--- src/rtl/pc_sequencer.sv ---
// Program-counter sequencer for the single-cycle ARMv8 core: next-PC selection,
// stall/redirect handling and a small circular return-address stack.
module pc_sequencer #(
    parameter int                ADDR_W       = 64,
    parameter logic [ADDR_W-1:0] RESET_VECTOR = '0,
    parameter int                RAS_DEPTH    = 4
) (
    input  logic              Clk,
    input  logic              Rst,
    input  logic              Stall,
    input  logic              Redirect,
    input  logic [ADDR_W-1:0] RedirectPC,
    input  logic [2:0]        BranchMode,
    input  logic              ALUZero,
    input  logic [ADDR_W-1:0] SignExt,
    input  logic [ADDR_W-1:0] RegTarget,
    output logic [ADDR_W-1:0] PC,
    output logic [ADDR_W-1:0] LinkAddr,
    output logic              RasEmpty,
    output logic              RasFull,
    output logic              AlignFault
);

    localparam int PTR_W = $clog2(RAS_DEPTH);
    localparam int CNT_W = PTR_W + 1;
    localparam logic [CNT_W-1:0] CNT_MAX = CNT_W'(RAS_DEPTH);

    typedef enum logic [2:0] {
        MODE_SEQ  = 3'd0,
        MODE_B    = 3'd1,
        MODE_CBZ  = 3'd2,
        MODE_CBNZ = 3'd3,
        MODE_BR   = 3'd4,
        MODE_BL   = 3'd5,
        MODE_RET  = 3'd6,
        MODE_RSVD = 3'd7
    } mode_e;

    logic [ADDR_W-1:0] pc;
    logic [ADDR_W-1:0] pc_nxt;
    logic [ADDR_W-1:0] ras_mem [RAS_DEPTH];
    logic [PTR_W-1:0]  ras_ptr;
    logic [CNT_W-1:0]  ras_cnt;
    logic              align_fault;
    logic              fault_nxt;
    logic              push;
    logic              pop;

    logic [ADDR_W-1:0] seq_pc;
    logic [ADDR_W-1:0] branch_tgt;
    logic [ADDR_W-1:0] reg_tgt;
    logic [ADDR_W-1:0] redirect_tgt;
    logic [ADDR_W-1:0] ras_top;

    // All address arithmetic wraps modulo 2^ADDR_W by construction.
    assign seq_pc       = pc + ADDR_W'(4);
    assign branch_tgt   = pc + (SignExt << 2);
    assign reg_tgt      = {RegTarget[ADDR_W-1:2], 2'b00};
    assign redirect_tgt = {RedirectPC[ADDR_W-1:2], 2'b00};
    assign ras_top      = ras_mem[ras_ptr - PTR_W'(1)];

    always_comb begin
        pc_nxt    = pc;
        fault_nxt = 1'b0;
        push      = 1'b0;
        pop       = 1'b0;
        if (Redirect) begin
            pc_nxt    = redirect_tgt;
            fault_nxt = |RedirectPC[1:0];
        end else if (!Stall) begin
            case (mode_e'(BranchMode))
                MODE_B:    pc_nxt = branch_tgt;
                MODE_CBZ:  pc_nxt = ALUZero ? branch_tgt : seq_pc;
                MODE_CBNZ: pc_nxt = ALUZero ? seq_pc : branch_tgt;
                MODE_BR: begin
                    pc_nxt    = reg_tgt;
                    fault_nxt = |RegTarget[1:0];
                end
                MODE_BL: begin
                    pc_nxt = branch_tgt;
                    push   = 1'b1;
                end
                MODE_RET: begin
                    if (ras_cnt != '0) begin
                        pc_nxt = ras_top;
                        pop    = 1'b1;
                    end else begin
                        pc_nxt    = reg_tgt;
                        fault_nxt = |RegTarget[1:0];
                    end
                end
                default:   pc_nxt = seq_pc;
            endcase
        end
    end

    always_ff @(posedge Clk or posedge Rst) begin
        if (Rst) begin
            pc          <= RESET_VECTOR;
            ras_ptr     <= '0;
            ras_cnt     <= '0;
            align_fault <= 1'b0;
        end else begin
            pc          <= pc_nxt;
            align_fault <= fault_nxt;
            if (push) begin
                // A push into a full stack overwrites the oldest entry.
                ras_ptr <= ras_ptr + PTR_W'(1);
                if (ras_cnt != CNT_MAX) ras_cnt <= ras_cnt + CNT_W'(1);
            end else if (pop) begin
                ras_ptr <= ras_ptr - PTR_W'(1);
                ras_cnt <= ras_cnt - CNT_W'(1);
            end
        end
    end

    always_ff @(posedge Clk) begin
        if (push) ras_mem[ras_ptr] <= seq_pc;
    end

    assign PC         = pc;
    assign LinkAddr   = seq_pc;
    assign RasEmpty   = (ras_cnt == '0);
    assign RasFull    = (ras_cnt == CNT_MAX);
    assign AlignFault = align_fault;

endmodule

--- config.mk ---
export PLATFORM = sky130hd
export DESIGN_NAME = pc_sequencer
export DESIGN_NICKNAME = d
export VERILOG_FILES = /design/src/rtl/pc_sequencer.sv
export SDC_FILE = /design/constraint.sdc
export NUM_CORES = 1
export LEC_CHECK = 0
export ABC_AREA = 1
export CAP_MARGIN = 20
export CORE_ASPECT_RATIO = 1.75
export CORE_MARGIN = 5
export CORE_UTILIZATION = 41
export DETAILED_ROUTE_END_ITERATION = 8
export PLACE_DENSITY_LB_ADDON = 0.15
export SETUP_SLACK_MARGIN = 0.15
export SLEW_MARGIN = 0
export SYNTH_ARGS = -nofsm -noshare
export SYNTH_HDL_FRONTEND = slang
export SYNTH_SLANG_ARGS = --single-unit
export TNS_END_PERCENT = 100
--- constraint.sdc ---
create_clock -name Clk -period 5 [get_ports Clk]
set_input_delay 0.75 -clock Clk [delete_from_list [all_inputs] [get_ports Clk]]
set_output_delay 0.75 -clock Clk [all_outputs]
set_load 0.01 [all_outputs]
==> flow_summary.json <==
{
  "path_buf_inv": 2,
  "synth_mux_area_share_pct": 0,
  "synth_flop_cell": "edfxtp_1",
  "rows": 111,
  "synth_compound_area_share_pct": 12.3,
  "layout-drive-gt1-share_pct": 4.08,
  "port_buffers": 328,
  "drc": 0,
  "cts-root-buf": "clkbuf_16",
  "setup_viol": 0,
  "path_delay_family": "simple AND/OR/NAND/NOR gates",
  "num_vias": 21900,
  "swShare_pct": 43.1,
  "cts_buffer_depth": 3,
  "synth.area.top_cells": "edfxtp_1, nand2_1, dfrtp_1",
  "hold_viol": 0,
  "min_path_type": "register to register",
  "crit_path_end_kind": "primary output",
  "synth_top_family_by_area": "simple AND/OR/NAND/NOR gates",
  "rsz0062_at_grt": "no",
  "clk_pin_slew_ns": 0.07,
  "layout_commonest_cell": "nand2_1",
  "area_growth_pct": 22.8,
  "clock-sinks": 326,
  "postRouteAntennaNets": 0,
  "ys_seq_area_share_pct": 43.3,
  "p_clk_share_pct": 20.4,
  "final.fill_count": 5249,
  "worstSetupPathType": "register to primary output",
  "status": "finished clean",
  "min_period_over_period_pct": 89.9,
  "yosysTopAreaCellShare_pct": 35.3,
  "switchingPower_mw": 4.47,
  "leakage_nw": 11.8,
  "period_minus_slack_ns": 4.49,
  "p_int_mw": 5.91,
  "final_cell_mix": "nand2_1, inv_1, clkdlybuf4s50_1",
  "clk_latency_ns": 0.56,
  "fin_util_pct": 51.0,
  "place.gp.congestion": 1.05,
  "p_comb_share_pct": 46.8,
  "antenna_found_initial": 3,
  "drt_iter0_drc": 2011,
  "max_freq_ghz": 0.223,
  "fin_skew_ns": 0.00966,
  "synthAdderAreaFrac_pct": 3.97,
  "synth_edf_count": 256,
  "synthArstFlopShare_pct": 21.5,
  "grt_pass1_vias": 21600,
  "first_pass_iters": 6,
  "cts.repair.resized": 0,
  "grt_usage_pct": 32.8,
  "die_w_um": 184,
  "hold_buffers": 0,
  "slew_viol_final": 0,
  "synth-xor-area-share_pct": 2.01,
  "synth_area_leader_cell": "edfxtp_1",
  "start_kind": "register",
  "yosys_warnings": 0,
  "crit_chain": "ha_1 > nand2_1 > inv_1 > nand2_1 > nor2_2 > nand2_1 > nor2_1 > xor2_1 > clkdlybuf4s50_1",
  "yosys.area_share.simple_pct": 29.0,
  "netlist_area_um2": 21800,
  "finalSetupTns_ns": 0,
  "nets": 3559,
  "powerDensity_nw_per_um2": 388,
  "ir_drop_v": 0.000488,
  "cts_setup_buffers": 0,
  "grt_max_degree": 85,
  "cts_tree": "built",
  "coreArea_um2": 52500,
  "cts_buffers": 27,
  "die_height_um": 315,
  "ys_ff_latch": 326,
  "synth_cell_types": 50,
  "initial_core_util_pct": 41.5,
  "synth_fp_nets": 3254,
  "synthCells": 2986,
  "max_cap_viol_count": 0,
  "viasPerCell": 5.50,
  "grt_overflow_total": 0,
  "cp.required_ns": 4.25,
  "routedWlPerCell_um": 24.6,
  "grt_pass1_wl_mm": 140,
  "p_seq_share_pct": 32.7,
  "ios": 331,
  "cp_data_arrival_time_ns": 3.74,
  "stdcell_area_um2": 26800,
  "critPathMaxStageDelay_ns": 0.68,
  "wirelength_mm": 98.2,
  "syn_area_per_cell_um2": 7.30,
  "path_max_fanout": 9,
  "post-dp-hpwl_mm": 78.8,
  "max_slew_margin_pct": 41.3,
  "htreeDepth": 1,
  "slowest_stage": "clkdlybuf4s50_1",
  "dieArea_um2": 58100,
  "worst_pin_slew_ns": 0.874,
  "path_common_cell": "nand2_1",
  "placed_cell_area_um2": 25900
}
==> worst register-to-register path, cell delays in order (launching register included) <==
cell	delay, ns
dfrtp_4	0.41
clkinv_2	0.47
ha_1	0.56
inv_2	0.64
buf_4	0.40
o21ai_0	0.15
o22ai_1	0.27
a22oi_1	0.17
o211ai_1	0.13
o211ai_1	0.11
nand2_1	0.07
==> metrics by stage <==
stage	power (mW)	hold slack [ns]	cells	setup slack, ns
after floorplan	6.23	0.517	2986	0.357
after global placement	8.16	0.533	3940	1.17
after detailed placement	8.27	0.554	3940	1.14
after CTS	10.4	0.571	3987	0.536
after global routing	11.0	0.613	3988	0.506
final	10.4	0.574	3989	0.506
==> cell usage after synthesis (12+ instances only) <==
cell / instances
nand3_1: 166
nor2_1: 314
buf_2: 14
o21bai_1: 18
nor2_2: 15
nand4_1: 29
dfrtp_1: 70
o21ai_0: 206
nand2_1: 938
xor2_1: 34
o22ai_1: 62
or2_2: 15
ha_1: 66
clkbuf_1: 69
nor3_1: 30
edfxtp_1: 256
o21ai_1: 12
xnor2_1: 16
a21oi_1: 81
inv_1: 436
a22oi_1: 49
==> routing by layer <==
layer	track usage, %	part of all wire, %	vias to the layer above
met1	39.4	38	10500
met4	17.3	6.3	0
li1	-	-	10300
met2	58.1	50	906
met3	2.53	5.4	187
met5	0	0	-
==> worst paths after layout <==
path / from / cells past startpoint / to / slack [ns]
max: PC[2] / 9 / LinkAddr[56] / 0.51
min: ras_cnt[2] / 2 / ras_cnt[2] / 0.57
min in group asynchronous: Rst / 2 / PC[0] / 0.61
min reg2reg: ras_cnt[2] / 2 / ras_cnt[2] / 0.57
max reg2reg: ras_ptr[0] / 10 / PC[12] / 1.56
max in group asynchronous: Rst / 3 / PC[2] / 3.52
==> sequential cells by signal, summed over array words and instances (netlist names) <==
signal	count
ras_mem	256
ras_cnt	3
ras_ptr	2
AlignFault	1
PC	64
==> power by group through the flow <==
stage          Sequential, mW  Clock [mW]  Combinational, mW
2_1_floorplan            3.38           0               2.85
3_3_place_gp             3.44           0               4.72
3_5_place_dp             3.44           0               4.82
4_1_cts                  3.39        2.15               4.84
5_1_grt                  3.41        2.24               5.32
6_report                 3.40        2.12               4.87
==> kinds of logic after synthesis <==
logic type | after synthesis
flip-flops | 326
buffers and inverters | 535
adder cells (fa/ha/maj) | 68
XOR/XNOR | 50
AO/OA/AOI/OAI | 464
AND/OR/NAND/NOR | 1543
==> final cells by class <==
class,count,area (µm²),area share (%)
Multi-Input combinational cell,2125,10400,38.8
Sequential cell,326,9440,35.3
Timing Repair Buffer,365,3570,13.3
Inverter,446,1680,6.26
Tap cell,678,848,3.17
Clock buffer,34,702,2.62
Clock inverter,13,149,0.556
Antenna cell,2,5.00,0.0187
(Power assumes the default switching activity.)
